<file path="config.mk">
export PLATFORM = sky130hd
export DESIGN_NAME = time_preset_writer
export DESIGN_NICKNAME = d
export VERILOG_FILES = /design/src/rtl/time_preset_writer.sv
export SDC_FILE = /design/constraint.sdc
export NUM_CORES = 1
export LEC_CHECK = 0
export ABC_AREA = 1
export BUFFER_PORTS_ARGS = -buffer_cell sky130_fd_sc_hd__buf_2
export CAP_MARGIN = 15
export CORE_ASPECT_RATIO = 1.75
export CORE_MARGIN = 8
export CORE_UTILIZATION = 50
export CTS_CLUSTER_DIAMETER = 80
export DETAILED_ROUTE_END_ITERATION = 12
export PLACE_DENSITY = 0.7
export SYNTH_ARGS = -nofsm -noshare
export SYNTH_HDL_FRONTEND = slang
export SYNTH_SLANG_ARGS = --single-unit
</file>
<file path="constraint.sdc">
create_clock -name clk -period 3.5 [get_ports clk]
set_input_delay 0.175 -clock clk [delete_from_list [all_inputs] [get_ports clk]]
set_output_delay 0.175 -clock clk [all_outputs]
set_load 0.02 [all_outputs]
</file>
<file path="src/rtl/time_preset_writer.sv">
// ---------------------------------------------------------------------------
// time_preset_writer
//   User-entry controller that edits an MM:SS preset and writes it into the
//   four stopwatch digit counters through their preset/load inputs.
//
// Ports
//   clk        in   system clock, rising edge
//   reset      in   asynchronous, active-low reset
//   run        in   stopwatch running; editing is blocked (and aborted) while high
//   mode       in   pulse: enter edit from idle / advance digit select in edit
//   inc, dec   in   pulses: increment / decrement the selected digit
//   commit     in   pulse: load the edited value into the counters
//   abort      in   pulse: discard edits, restore the last committed value
//   sec_lo, sec_hi, min_lo, min_hi  out  preset digits (working copy)
//   set        out  load strobe, high for SET_LEN cycles after a commit
//   sel        out  selected digit: 0=sec_lo 1=sec_hi 2=min_lo 3=min_hi
//   editing    out  high while in the edit state (display blink enable)
// ---------------------------------------------------------------------------
module time_preset_writer #(
  parameter int LO_MAX  = 9,
  parameter int HI_MAX  = 5,
  parameter int SET_LEN = 1
) (
  input  logic       clk,
  input  logic       reset,
  input  logic       run,
  input  logic       mode,
  input  logic       inc,
  input  logic       dec,
  input  logic       commit,
  input  logic       abort,
  output logic [3:0] sec_lo,
  output logic [3:0] sec_hi,
  output logic [3:0] min_lo,
  output logic [3:0] min_hi,
  output logic       set,
  output logic [1:0] sel,
  output logic       editing
);

  localparam logic [3:0] LO_V  = 4'(LO_MAX);
  localparam logic [3:0] HI_V  = 4'(HI_MAX);
  localparam logic [3:0] LEN_V = 4'(SET_LEN);

  typedef enum logic [1:0] {
    IDLE = 2'd0,
    EDIT = 2'd1,
    LOAD = 2'd2
  } state_t;

  state_t     state_q, state_d;
  logic [3:0] work_q [4];
  logic [3:0] work_d [4];
  logic [3:0] comm_q [4];
  logic [3:0] comm_d [4];
  logic [1:0] sel_q, sel_d;
  logic       set_q, set_d;
  logic       edit_q, edit_d;
  logic [3:0] cnt_q, cnt_d;

  // Odd select indices are the tens digits, which wrap at HI_MAX.
  function automatic logic [3:0] digit_max(input logic [1:0] idx);
    return idx[0] ? HI_V : LO_V;
  endfunction

  always_comb begin
    state_d = state_q;
    work_d  = work_q;
    comm_d  = comm_q;
    sel_d   = sel_q;
    set_d   = set_q;
    edit_d  = edit_q;
    cnt_d   = cnt_q;

    case (state_q)
      IDLE: begin
        if (mode && !run) begin
          state_d = EDIT;
          sel_d   = 2'd0;
          edit_d  = 1'b1;
        end
      end

      EDIT: begin
        // A running stopwatch cannot be edited, so run forces an abort
        // even over a simultaneous commit.
        if (run || (abort && !commit)) begin
          state_d = IDLE;
          work_d  = comm_q;
          sel_d   = 2'd0;
          edit_d  = 1'b0;
        end else if (commit) begin
          state_d = LOAD;
          comm_d  = work_q;
          set_d   = 1'b1;
          cnt_d   = LEN_V;
          edit_d  = 1'b0;
        end else if (mode) begin
          sel_d = sel_q + 2'd1;
        end else if (inc && !dec) begin
          work_d[sel_q] = (work_q[sel_q] >= digit_max(sel_q)) ? 4'd0
                                                              : work_q[sel_q] + 4'd1;
        end else if (dec && !inc) begin
          work_d[sel_q] = (work_q[sel_q] == 4'd0) ? digit_max(sel_q)
                                                  : work_q[sel_q] - 4'd1;
        end
      end

      LOAD: begin
        // cnt_q counts the strobe cycles still to be shown, including this one.
        if (cnt_q <= 4'd1) begin
          state_d = IDLE;
          set_d   = 1'b0;
          sel_d   = 2'd0;
          cnt_d   = 4'd0;
        end else begin
          cnt_d = cnt_q - 4'd1;
        end
      end

      default: begin
        state_d = IDLE;
        set_d   = 1'b0;
        edit_d  = 1'b0;
        sel_d   = 2'd0;
      end
    endcase
  end

  always_ff @(posedge clk or negedge reset) begin
    if (!reset) begin
      state_q <= IDLE;
      sel_q   <= 2'd0;
      set_q   <= 1'b0;
      edit_q  <= 1'b0;
      cnt_q   <= 4'd0;
    end else begin
      state_q <= state_d;
      sel_q   <= sel_d;
      set_q   <= set_d;
      edit_q  <= edit_d;
      cnt_q   <= cnt_d;
    end
  end

  for (genvar gi = 0; gi < 4; gi++) begin : g_digit
    always_ff @(posedge clk or negedge reset) begin
      if (!reset) begin
        work_q[gi] <= 4'd0;
        comm_q[gi] <= 4'd0;
      end else begin
        work_q[gi] <= work_d[gi];
        comm_q[gi] <= comm_d[gi];
      end
    end
  end

  assign sec_lo  = work_q[0];
  assign sec_hi  = work_q[1];
  assign min_lo  = work_q[2];
  assign min_hi  = work_q[3];
  assign set     = set_q;
  assign sel     = sel_q;
  assign editing = edit_q;

endmodule
</file>
Word level (Yosys, flattened, before mapping). Index checks and enable logic that the tools add are counted.

Bits in registers: 42. Bits of input ports: 8.

$add $sub $neg: 4. Magnitude comparators: 4. Eq/ne operators: 11. Muxes and demuxes: 37. Bitwise operators: 4. Reduce and logical (&&, ||, !) cells: 21.

Operator list (count): $mux 16 (5); $mux 4 (9); $bwmux 16 (2); $mux 2 (8); $pmux 2 s3 (2); $reduce_and 3->1 (4); $reduce_and 4->1 (3); $ne 3x3->1 const B (3); $bmux 4 s2 (1); $demux 4 s2 (1); $ne 2x2->1 const B (4); $pmux 4 s2 (1); $sub 4x1->4 const B (2); $mux 1 (6); $pmux 1 s3 (2); $logic_and 1x1->1 (5); $add 4x1->4 const B (1); $ge 4x4->1 (1); $le 4x1->1 const B (1); $logic_not 1->1 (4); $logic_not 4->1 (1); $ne 2x1->1 const B (2); $ge 3x3->1 const B (1); $lt 3x1->1 const B (1); other kinds (9) (11).

Depth between registers and ports, before layout. Gate-level depths: netlist of run 1.

Depth after elaboration: 12. Depth in mapped cells: 17. Mapped depth without buffers: 15.

Worst setup path after synthesis of run 1. No wires, ideal clock.

Path type: reg2reg. Start: register sel_q[0], in the netlist sel[0]. End: register work_q, in the netlist min_hi[2]. Setup time: 0.077 ns. Arrival time: 2.185 ns. Data required time: 3.423 ns. Slack: 1.238 ns. Stages on the path, launching flop included: 18. Period minus slack after synthesis: 2.262 ns. Path through: dfrtp_1 buf_6 inv_4 buf_12 nand2_1 nand3_1 nand2_2 ha_1 inv_2 o21ai_1 nand2_1 a21oi_1 nand3_1 nand2_1 inv_2 nor2_1 nand2_1 a21oi_1.

Cells in the longest elaborated chain, start to end: 12. Elaborated cells on any way between the ends: 23.

Ends and longest elaborated chain: start, declared (line 56) `logic [1:0] sel_q, sel_d;`; start signal, assigned (line 139) `sel_q <= sel_d;`; $not 2->3; $bmux 4 s2; $mux 4 (not written as such) (2 in series); $sub 4x1->4 / $logic_not 4->1 (equally long branches) (line 105, 104); $mux 4 (line 104) `work_d[sel_q] = (work_q[sel_q] == 4'd0) ? digit_max(sel_q)`; $bwmux 16 (line 104); $mux 16 (line 103) `end else if (dec && !inc) begin`; $mux 16 * (line 100) `end else if (inc && !dec) begin`; $mux 16 * (line 98) `end else if (mode) begin`; $mux 16 * (line 92) `end else if (commit) begin`; $mux 16 * (line 87) `if (run || (abort && !commit)) begin`; end signal, assigned by index (line 152) `work_q[gi] <= work_d[gi];`; end, declared (line 52) `logic [3:0] work_q [4];`.

Every way passes the cells marked *; elsewhere a longest branch is shown, timed or not. The select of a mux whose other input is x is not followed. A chain may end at the register's enable or synchronous reset.

Worst setup path after layout of run 1.
Start: register sel_q[0], in the netlist sel[0]. End: register work_q, in the netlist min_hi[0].

Same word-level chain as after synthesis.

==> metrics.md, run 1 <==
| Metric | Value |
|---|---|
| Status | `finished clean` |
| Setup CP Type | `flip-flop to flip-flop` |
| Reg2reg start | `sel[0]$_DFFE_PN0P_` |
| Critical path depth | `13` |
| I/O pin count | `28` |
| NetSw | `0.001433 W` |
| Max Slew Vio Count | `0` |
| Post-route setup TNS | `0 ns` |
| Crit. End Element | `flip-flop` |
| CP arrival | `2.74 ns` |
| Crit path max-delay family | `simple AND/OR/NAND/NOR gates` |
| Pint | `0.001373 W` |
| Critical Path Most Common Cell | `nand2_1` |
| R2R depth | `13` |
| Post_cts resized | `0` |
| Count of different cell masters after synthesis | `31` |
| Sequential fraction of the synthesis area | `0.4158` |
| Clock Skew | `0.002925 ns` |
| HPWL Detailed | `4.982 mm` |
| Yosys reg bits | `42` |
| Comb power frac | `0.554` |
| Antenna violations before repair | `0` |
| Synth Instances | `331` |
| Clock sinks | `42` |
| Worst-skew pair later-pin latency | `0.30 ns` |
| Routed wire length | `6.585 mm` |
| Crit path max fanout | `14` |
| Hold buffer count at CTS | `0` |
| Via density | `5.458` |
| Initial core utilization | `0.5122` |
| Final Critical Period | `2.521 ns` |
| Sequential Area | `1051 um^2` |
| DRC errors left | `0` |
| Largest net degree at the start of global routing | `43` |
| First-pass GRT wire length | `11.03 mm` |
| Power Dens Cells | `1011 nW/um^2` |
| Max VDD drop | `0.5520 mV` |
| Buf/Inv on CP | `2` |
| Port bufs | `27` |
| Tcrit/Tclk final | `0.7204` |
| CTS tree | `yes` |
| CP max-delay cell | `dfrtp_1` |
| Worst EP required | `3.71 ns` |
| Total GRT Usage | `0.1788` |
| Clock share of power | `0.116` |
| Setup bufs post-CTS | `0` |
| Register-to-Register Setup Slack | `0.98 ns` |
| Design area | `2776 um^2` |
| Fillers | `498` |
| Most common cell after layout, fill and taps aside | `nand2_1` |
| Post-Place Cell Area | `2689 um^2` |
| Total Power | `0.002806 W` |
| # setup viols final | `0` |
| DRT Pass-1 Iters | `4` |
| Grt ovf | `0` |
| Multi-input logic area | `1252 um^2` |
| Largest stage delay, worst path | `0.67 ns` |
| Gp weighted congestion | `0.9687` |
| Synth-to-layout area growth | `9.851%` |
| Slew @ Worst Pin | `0.9690 ns` |
| Syn_nets | `350` |
| Htree depth | `2` |
| Mapped Area | `2527 um^2` |
| Worst Setup Start Kind | `flip-flop` |
| Num CTS Buffers | `5` |
| Clk buf depth | `2` |
| Average wire per cell in the routed design | `15.87 um` |
| Crit path cell chain | `inv_4, nand2_1, nand3_1, nand2_2, ha_1, inv_2, o21ai_1, nand2_1, a21oi_1, nand2_1, nand2_1, nand3_1, a22oi_1` |
| Maximum Capacitance Violations | `0` |
| LEAKAGE | `1.444 nW` |
| Reg2reg end | `min_hi[0]$_DFFE_PN0P_` |
| Antenna Diode Count | `0` |
| Vias in the first global route | `2,256` |
| Most frequent cells in the layout | `nand2_1 (85), dfrtp_1 (42), nor2_1 (31)` |
| Row cnt | `34` |
| Fin. Hold Viols | `0` |
| Share of layout cells above drive strength 1 | `0.2050` |
| Die Ht | `110.1 um` |
| Clk root buf | `clkbuf_8` |
| DIE WIDTH | `69.75 um` |
| Routed Antenna Nets | `0` |
| Routed via count | `2,265` |
| Die area | `7675 um^2` |
| Syn avg cell area | `7.636 um^2` |
| Fmax | `396.6 MHz` |
| RSZ-0062 raised after global routing | `false` |
| Worst min-delay path class | `primary input to async pin` |
| Core area | `4935 um^2` |
| Switching power as a share of total power | `0.5106` |
| Sequential cell fraction of total power | `0.331` |
| Synth Warn # | `0` |
| Hold slack | `0.01501 ns` |
| Headroom to the max-slew limit | `0.3540` |
| Net count, final | `379` |
| Worst-path clk slew | `0.08 ns` |
| Drt initial violations | `118` |
-- sequential cells by signal, indices dropped and copies added (netlist names) --
signal	flops
cnt_q	4
comm_q	16
editing	1
min_hi	4
min_lo	4
sec_hi	4
sec_lo	4
sel	2
set	1
state_q	2
-- how the worst max path moves through the flow --
| stage | startpoint | to | slack (ns) |
|---|---|---|---|
| floorplan | sel[0]$_DFFE_PN0P_ | min_hi[2]$_DFFE_PN0P_ | 1.24 |
| global placement | sel[0]$_DFFE_PN0P_ | sec_hi[2]$_DFFE_PN0P_ | 1.08 |
| detailed placement | sel[0]$_DFFE_PN0P_ | sec_lo[1]$_DFFE_PN0P_ | 1.03 |
| CTS | sel[0]$_DFFE_PN0P_ | min_hi[0]$_DFFE_PN0P_ | 1.02 |
| global route | sel[0]$_DFFE_PN0P_ | min_hi[0]$_DFFE_PN0P_ | 0.71 |
| finish | sel[0]$_DFFE_PN0P_ | min_hi[0]$_DFFE_PN0P_ | 0.98 |
-- layout make-up --
cell class,count,area share
clock buffer,5,0.02479
multi-input combinational,238,0.4511
clock inverter,3,0.006760
timing repair buffer,29,0.05408
inverter,44,0.06039
sequential,42,0.3785
tap,54,0.02434
-- Yosys cell counts --
master    count  area, um^2
o22ai_1       1       6.260
and3_1        2       12.51
o21ai_2       4       35.03
nor2_1       31       116.4
a21oi_4       1       16.27
inv_2        11       41.29
nand3_1      28       140.1
buf_4         1       7.510
a21oi_1      26       130.1
dfrtp_1      42        1051
nor3_1        3       15.01
o21ai_0      12       60.06
clkbuf_1      2       7.510
a211oi_2      1       12.51
a22oi_1       8       60.06
buf_2         2       10.01
o211ai_2      1       12.51
a21oi_2       4       35.03
buf_12        1       20.02
clkinv_1      2       7.510
ha_1         11       137.6
nand2_2      11       68.82
o21ai_1       3       15.01
buf_6         1       11.26
o211ai_1      3       22.52
nand3_2       1       10.01
nand2_4       1       11.26
o21ai_4       1       16.27
inv_1        30       112.6
nand2_1      85       319.1
inv_4         1       6.260
-- logic make-up after synthesis --
group,count (synthesis),synth area share
flops,42,0.4158
compound gates,65,0.1668
buf+inv,51,0.08862
fa+ha+maj,11,0.05445
simple gates,162,0.2743
-- power groups by stage --
stage | Sequential (W) | Clock [W] | Combinational [W]
finish | 0.000927 | 0.000324 | 0.00155
global route | 0.000955 | 0.000352 | 0.00175
CTS | 0.000929 | 0.000332 | 0.00156
detailed placement | 0.000938 | 0 | 0.00156
global placement | 0.000934 | 0 | 0.00155
floorplan | 0.00101 | 0 | 0.00104
-- routing by layer --
metal / vias to the layer above / global-route usage / part of all wire
li1: 1128 / - / -
met1: 1067 / 0.1893 / 0.40
met2: 52 / 0.3322 / 0.53
met3: 18 / 0.02867 / 0.030
met4: 0 / 0.09812 / 0.040
met5: - / 0 / 0
-- metrics by stage --
step	setup WS [ns]	utilization	cells
floorplan	1.238	-	331
global placement	1.081	0.5449	407
detailed placement	1.026	0.5449	407
CTS	1.016	0.5626	415
global route	0.7073	0.5626	415
finish	0.9787	0.5626	415
Power figures use the tool's default switching activity.
==> run 2, diff against run 1 <==
- ABC_AREA: 1 -> 0
- clock period: 3.5 -> 2.6 ns (I/O delays scaled with it)
==> metrics.md, run 2 <==
| Metric | Value |
|---|---|
| Worst EP required | `2.79 ns` |
| Crit. End Element | `flip-flop` |
| Synth area leader | `dfrtp_1` |
| Total GRT Usage | `0.1795` |
| # setup viols final | `0` |
| Clk root buf | `clkbuf_8` |
| Routed via count | `1,985` |
| Fmax | `404.0 MHz` |
| Antenna violations before repair | `0` |
| Die Ht | `107.8 um` |
| Setup WS pre-CTS | `0.06903 ns` |
| Synth Warn # | `0` |
| Worst-path clk slew | `0.08 ns` |
| Clock sinks | `42` |
| Maximum Capacitance Violations | `0` |
| Setup CP Type | `flip-flop to flip-flop` |
| Routed Antenna Nets | `0` |
| Sequential Area | `1052 um^2` |
| Worst min-delay path class | `primary input to async pin` |
| DRC errors left | `0` |
| Row cnt | `33` |
| Count of different cell masters after synthesis | `44` |
| Routed wire length | `6.283 mm` |
| HPWL Detailed | `4.644 mm` |
| I/O pin count | `28` |
| Power Dens Cells | `1037 nW/um^2` |
| Biggest register | `comm_q` |
| RSZ-0062 raised after global routing | `false` |
| DRT Pass-1 Iters | `4` |
| Syn avg cell area | `10.66 um^2` |
| Worst Slack Setup Final | `0.1250 ns` |
| Reg2reg start | `sel[0]$_DFFE_PN0P_` |
| Clk buf depth | `2` |
| Grt met1 use | `0.2005` |
| Multi-input logic area | `1310 um^2` |
| Failing checks | `hold timing` |
| Most common cell after layout, fill and taps aside | `dfrtp_1` |
| Largest register FFs | `16` |
| Htree depth | `2` |
| Headroom to the max-slew limit | `0.3606` |
| Gr busiest metal | `met2` |
| Fraction of registers with async set/reset | `1.000` |
| DIE WIDTH | `68.47 um` |
| Num CTS Buffers | `5` |
| Gp weighted congestion | `0.9454` |
| Worst-skew pair later-pin latency | `0.30 ns` |
| Fillers | `421` |
| LEAKAGE | `1.366 nW` |
| Slew @ Worst Pin | `0.9591 ns` |
| Die area | `7382 um^2` |
| Sequential fraction of the synthesis area | `0.4364` |
| Status | `finished, violations left` |
| Fin. Hold Viols | `42` |
| Share of the synthesized area in the top cell type | `0.4364` |
| Ys flop type | `dfrtp_1` |
| Initial core utilization | `0.5162` |
| Syn_nets | `245` |
| Top cells by area, synth | `dfrtp_1 (44%), mux2_2 (8.4%), ha_1 (5.7%)` |
| Average wire per cell in the routed design | `19.16 um` |
| Mapped Area | `2409 um^2` |
| Hold slack | `-0.02762 ns` |
| Core area | `4666 um^2` |
| Synth-to-layout area growth | `18.49%` |
| First-pass GRT wire length | `9.963 mm` |
| Vias in the first global route | `1,996` |
| Yosys reg bits | `42` |
| Final Critical Period | `2.475 ns` |
| CTS tree | `yes` |
| Max Slew Vio Count | `0` |
| Net count, final | `294` |
| Tcrit/Tclk final | `0.9519` |
| Drt initial violations | `90` |
| Clock Skew | `0.005960 ns` |
| Antenna Diode Count | `0` |
| Met3 usage | `0.02815` |
| Most frequent cells in the layout | `dfrtp_1 (41), buf_2 (27), buf_4 (20)` |
| Post-route setup TNS | `0 ns` |
| Crit path max fanout | `6` |
| CP arrival | `2.66 ns` |
| Count leader, synth | `dfrtp_1` |
| Max VDD drop | `0.7612 mV` |
| Synth Instances | `226` |
| Number of synthesized flops with an enable pin | `0` |
| CP Launch Point | `sel[0]$_DFFE_PN0P_` |
| Share of layout cells above drive strength 1 | `0.3043` |
| Largest net degree at the start of global routing | `43` |
| Met2 usage | `0.3059` |
| Worst Setup Start Kind | `flip-flop` |
| Grt ovf | `0` |
| Via density | `6.052` |
| Port bufs | `27` |
| Synth cell count leaders | `dfrtp_1 (42), mux2_2 (18), nand2_1 (14), nor2_1 (14), o21ai_0 (14)` |
run 2: layout make-up:
| type | instances | area share |
|---|---|---|
| Clock buffer | 7 | 0.03025 |
| Clock inverter | 1 | 0.003069 |
| Inverter | 11 | 0.01447 |
| Multi-Input combinational cell | 167 | 0.4590 |
| Sequential cell | 42 | 0.3687 |
| Tap cell | 52 | 0.02280 |
| Timing Repair Buffer | 48 | 0.1017 |
run 2: critical path, stage by stage, from the launching register on:
cell	delay [ns]
dfrtp_2	0.45
mux4_1	0.58
inv_1	0.10
ha_1	0.20
or3b_1	0.39
a32o_2	0.28
a221o_1	0.36
run 2: cells by family after synthesis:
logic type               synth area share
AO/OA/AOI/OAI                      0.1626
XOR/XNOR                         0.007274
adder cells (fa/ha/maj)           0.05714
buffers and inverters             0.02961
flip-flops                         0.4364
multiplexers                       0.1538
AND/OR/NAND/NOR                    0.1532
run 2: where the power goes:
part           leakage, nW  internal [W]  switching (W)
clock network       0.0489      0.000220       0.000235
registers            0.558      0.000837       0.000169
logic                0.760      0.000674       0.000827
run 2: final timing paths:
check                                         to  slack, ns  cells past startpoint
max                        sec_lo[1]$_DFFE_PN0P_       0.13                      6
min                        sec_lo[3]$_DFFE_PN0P_      -0.03                      1
max reg2reg                sec_lo[1]$_DFFE_PN0P_       0.13                      6
min reg2reg                  editing$_DFFE_PN0P_       0.49                      1
max in group asynchronous     sel[0]$_DFFE_PN0P_       1.97                      1
min in group clk              sel[1]$_DFFE_PN0P_       0.15                      3
run 2: through the flow:
step / std cells / power, W / instance area, um^2 / hold WS [ns] / util
after floorplan: 226 / 0.001908 / 2410 / -0.1656 / -
after global placement: 318 / 0.002456 / 2738 / 0.3345 / 0.5868
after detailed placement: 318 / 0.002475 / 2738 / 0.3365 / 0.5868
after CTS: 326 / 0.002941 / 2833 / 0.01481 / 0.6071
after global routing: 328 / 0.003148 / 2854 / 0.05596 / 0.6117
final: 328 / 0.002961 / 2854 / -0.02762 / 0.6117
run 2: what timing repair did:
item                       in CTS  in global routing
setup endpoints to repair       0                 12
buffers inserted                0                  2
resized for setup               0                  2
hold buffers                    0                  0
run 2: per-layer routing:
layer	vias up	routed length [um]
met2	62	3314
met1	980	2473
met3	15	263
met5	-	0
met4	0	231
li1	928	-
==> run 3, diff against run 2 <==
- CTS_BUF_LIST: not set -> sky130_fd_sc_hd__clkbuf_2 sky130_fd_sc_hd__clkbuf_4 sky130_fd_sc_hd__clkbuf_8
- TNS_END_PERCENT: not set -> 20
==> metrics.md, run 3 (synthesis results as in run 2) <==
| Metric | Value |
|---|---|
| DIE WIDTH | `68.47 um` |
| Crit path max-delay family | `compound AO/OA/AOI/OAI gates` |
| Post-route setup TNS | `0 ns` |
| Tcrit/Tclk final | `0.9579` |
| Biggest register | `comm_q` |
| Design area | `2858 um^2` |
| Row cnt | `33` |
| First-pass GRT wire length | `9.956 mm` |
| Vias in the first global route | `2,021` |
| Hold slack | `-0.02423 ns` |
| Fmax | `401.5 MHz` |
| Fillers | `423` |
| Clock sinks | `42` |
| Clk root buf | `clkbuf_8` |
| Crit. End Element | `flip-flop` |
| Synth-to-layout area growth | `18.65%` |
| Largest net degree at the start of global routing | `43` |
| Maximum Capacitance Violations | `0` |
| Worst EP required | `2.78 ns` |
| Worst-path clk slew | `0.08 ns` |
| CP arrival | `2.67 ns` |
| Die area | `7382 um^2` |
| Grt ovf | `0` |
| Initial core utilization | `0.5162` |
| Post-Place Cell Area | `2738 um^2` |
| Htree depth | `2` |
| Failing checks | `hold timing` |
| Num CTS Buffers | `5` |
| Port bufs | `27` |
| Gp weighted congestion | `0.9454` |
| Worst-skew pair later-pin latency | `0.29 ns` |
| Largest stage delay, worst path | `0.58 ns` |
| # setup viols final | `0` |
| Most common cell after layout, fill and taps aside | `dfrtp_1` |
| Reg2reg end | `sec_lo[1]$_DFFE_PN0P_` |
| Max Slew Vio Count | `0` |
| Share of layout cells above drive strength 1 | `0.3080` |
| Worst min-delay path class | `primary input to async pin` |
| Routed via count | `1,985` |
| Worst Setup Start Kind | `flip-flop` |
| Largest register FFs | `16` |
| HPWL Detailed | `4.644 mm` |
| Hold buffer count at CTS | `0` |
| DRT Pass-1 Iters | `4` |
| Antenna Diode Count | `0` |
| Non-filler cells, final | `328` |
| CP max-delay cell | `mux4_1` |
| Clk buf depth | `2` |
| Net count, final | `294` |
| Final Critical Period | `2.491 ns` |
| I/O pin count | `28` |
| DRC errors left | `0` |
| Max VDD drop | `0.7568 mV` |
| Status | `finished, violations left` |
| Crit path cell chain | `mux4_1, inv_1, ha_1, or3b_1, a32o_2, a221o_1` |
| Drt initial violations | `85` |
| Die Ht | `107.8 um` |
| Via density | `6.052` |
| Clock Skew | `0.004589 ns` |
| Antenna violations before repair | `0` |
| Most frequent cells in the layout | `dfrtp_1 (41), buf_2 (27), buf_4 (20)` |
| RSZ-0062 raised after global routing | `false` |
| Inst Count DP | `318` |
| Power Dens Cells | `1037 nW/um^2` |
| Total GRT Usage | `0.1793` |
| Core area | `4666 um^2` |
| Fin. Hold Viols | `22` |
| Crit path max fanout | `6` |
| Buf/Inv on CP | `1` |
| Average wire per cell in the routed design | `19.17 um` |
| Headroom to the max-slew limit | `0.3568` |
| CTS tree | `yes` |
| Slew @ Worst Pin | `0.9648 ns` |
| Setup CP Type | `flip-flop to flip-flop` |
| Finished Core Util | `0.6125` |
| Routed Antenna Nets | `0` |
| R2R depth | `6` |
| LEAKAGE | `1.370 nW` |
| Routed wire length | `6.288 mm` |
| Reg2reg start | `sel[0]$_DFFE_PN0P_` |
| Register-to-Register Setup Slack | `0.11 ns` |
run 3: repair_timing:
item | 4_1_cts | 5_1_grt
setup endpoints to repair | 0 | 12
resized for setup | 0 | 2
buffers inserted | 0 | 2
run 3: how the worst max path moves through the flow:
stage / endpoint / from / slack, ns / cells past startpoint
3_3_place_gp: min_hi[1]$_DFFE_PN0P_ / sel[0]$_DFFE_PN0P_ / 0.11 / 8
2_1_floorplan: min_hi[1]$_DFFE_PN0P_ / sel[0]$_DFFE_PN0P_ / 0.009 / 7
6_report: sec_lo[1]$_DFFE_PN0P_ / sel[0]$_DFFE_PN0P_ / 0.11 / 6
3_5_place_dp: min_hi[1]$_DFFE_PN0P_ / sel[0]$_DFFE_PN0P_ / 0.07 / 8
5_1_grt: min_hi[2]$_DFFE_PN0P_ / sel[0]$_DFFE_PN0P_ / 0.02 / 9
4_1_cts: sec_lo[1]$_DFFE_PN0P_ / sel[0]$_DFFE_PN0P_ / 0.04 / 7
run 3: final cells by class:
| cell class | instances | area [um^2] | share of cell area |
|---|---|---|---|
| Multi-Input combinational cell | 167 | 1310 | 0.4584 |
| Sequential cell | 42 | 1052 | 0.3682 |
| Timing Repair Buffer | 48 | 290.3 | 0.1016 |
| Clock buffer | 7 | 90.09 | 0.03152 |
| Tap cell | 52 | 65.06 | 0.02277 |
| Inverter | 11 | 41.29 | 0.01445 |
| Clock inverter | 1 | 8.758 | 0.003065 |
run 3: metal layers:
metal / wire length (um) / GRT usage / up-vias
met5: 0 / 0 / -
met4: 239 / 0.09867 / 0
met3: 255 / 0.02920 / 15
met2: 3353 / 0.3073 / 59
met1: 2439 / 0.1986 / 982
li1: - / - / 929
run 3: stage by stage:
step                      setup WS [ns]  power [W]
final                            0.1094   0.002963
after global routing            0.02428   0.003157
after CTS                       0.04121   0.002951
after detailed placement        0.06903   0.002475
after global placement           0.1075   0.002456
after floorplan                0.009047   0.001908
run 3: power breakdown:
part / total (W) / switching (W) / internal (W)
Clock: 0.000460 / 0.000230 / 0.000230
Sequential: 0.00100 / 0.000166 / 0.000837
Combinational: 0.00150 / 0.000827 / 0.000673
run 3: worst reg2reg max path, cell delays in order (launching register included):
cell,delay [ns]
dfrtp_2,0.45
mux4_1,0.58
inv_1,0.10
ha_1,0.19
or3b_1,0.39
a32o_2,0.29
a221o_1,0.37
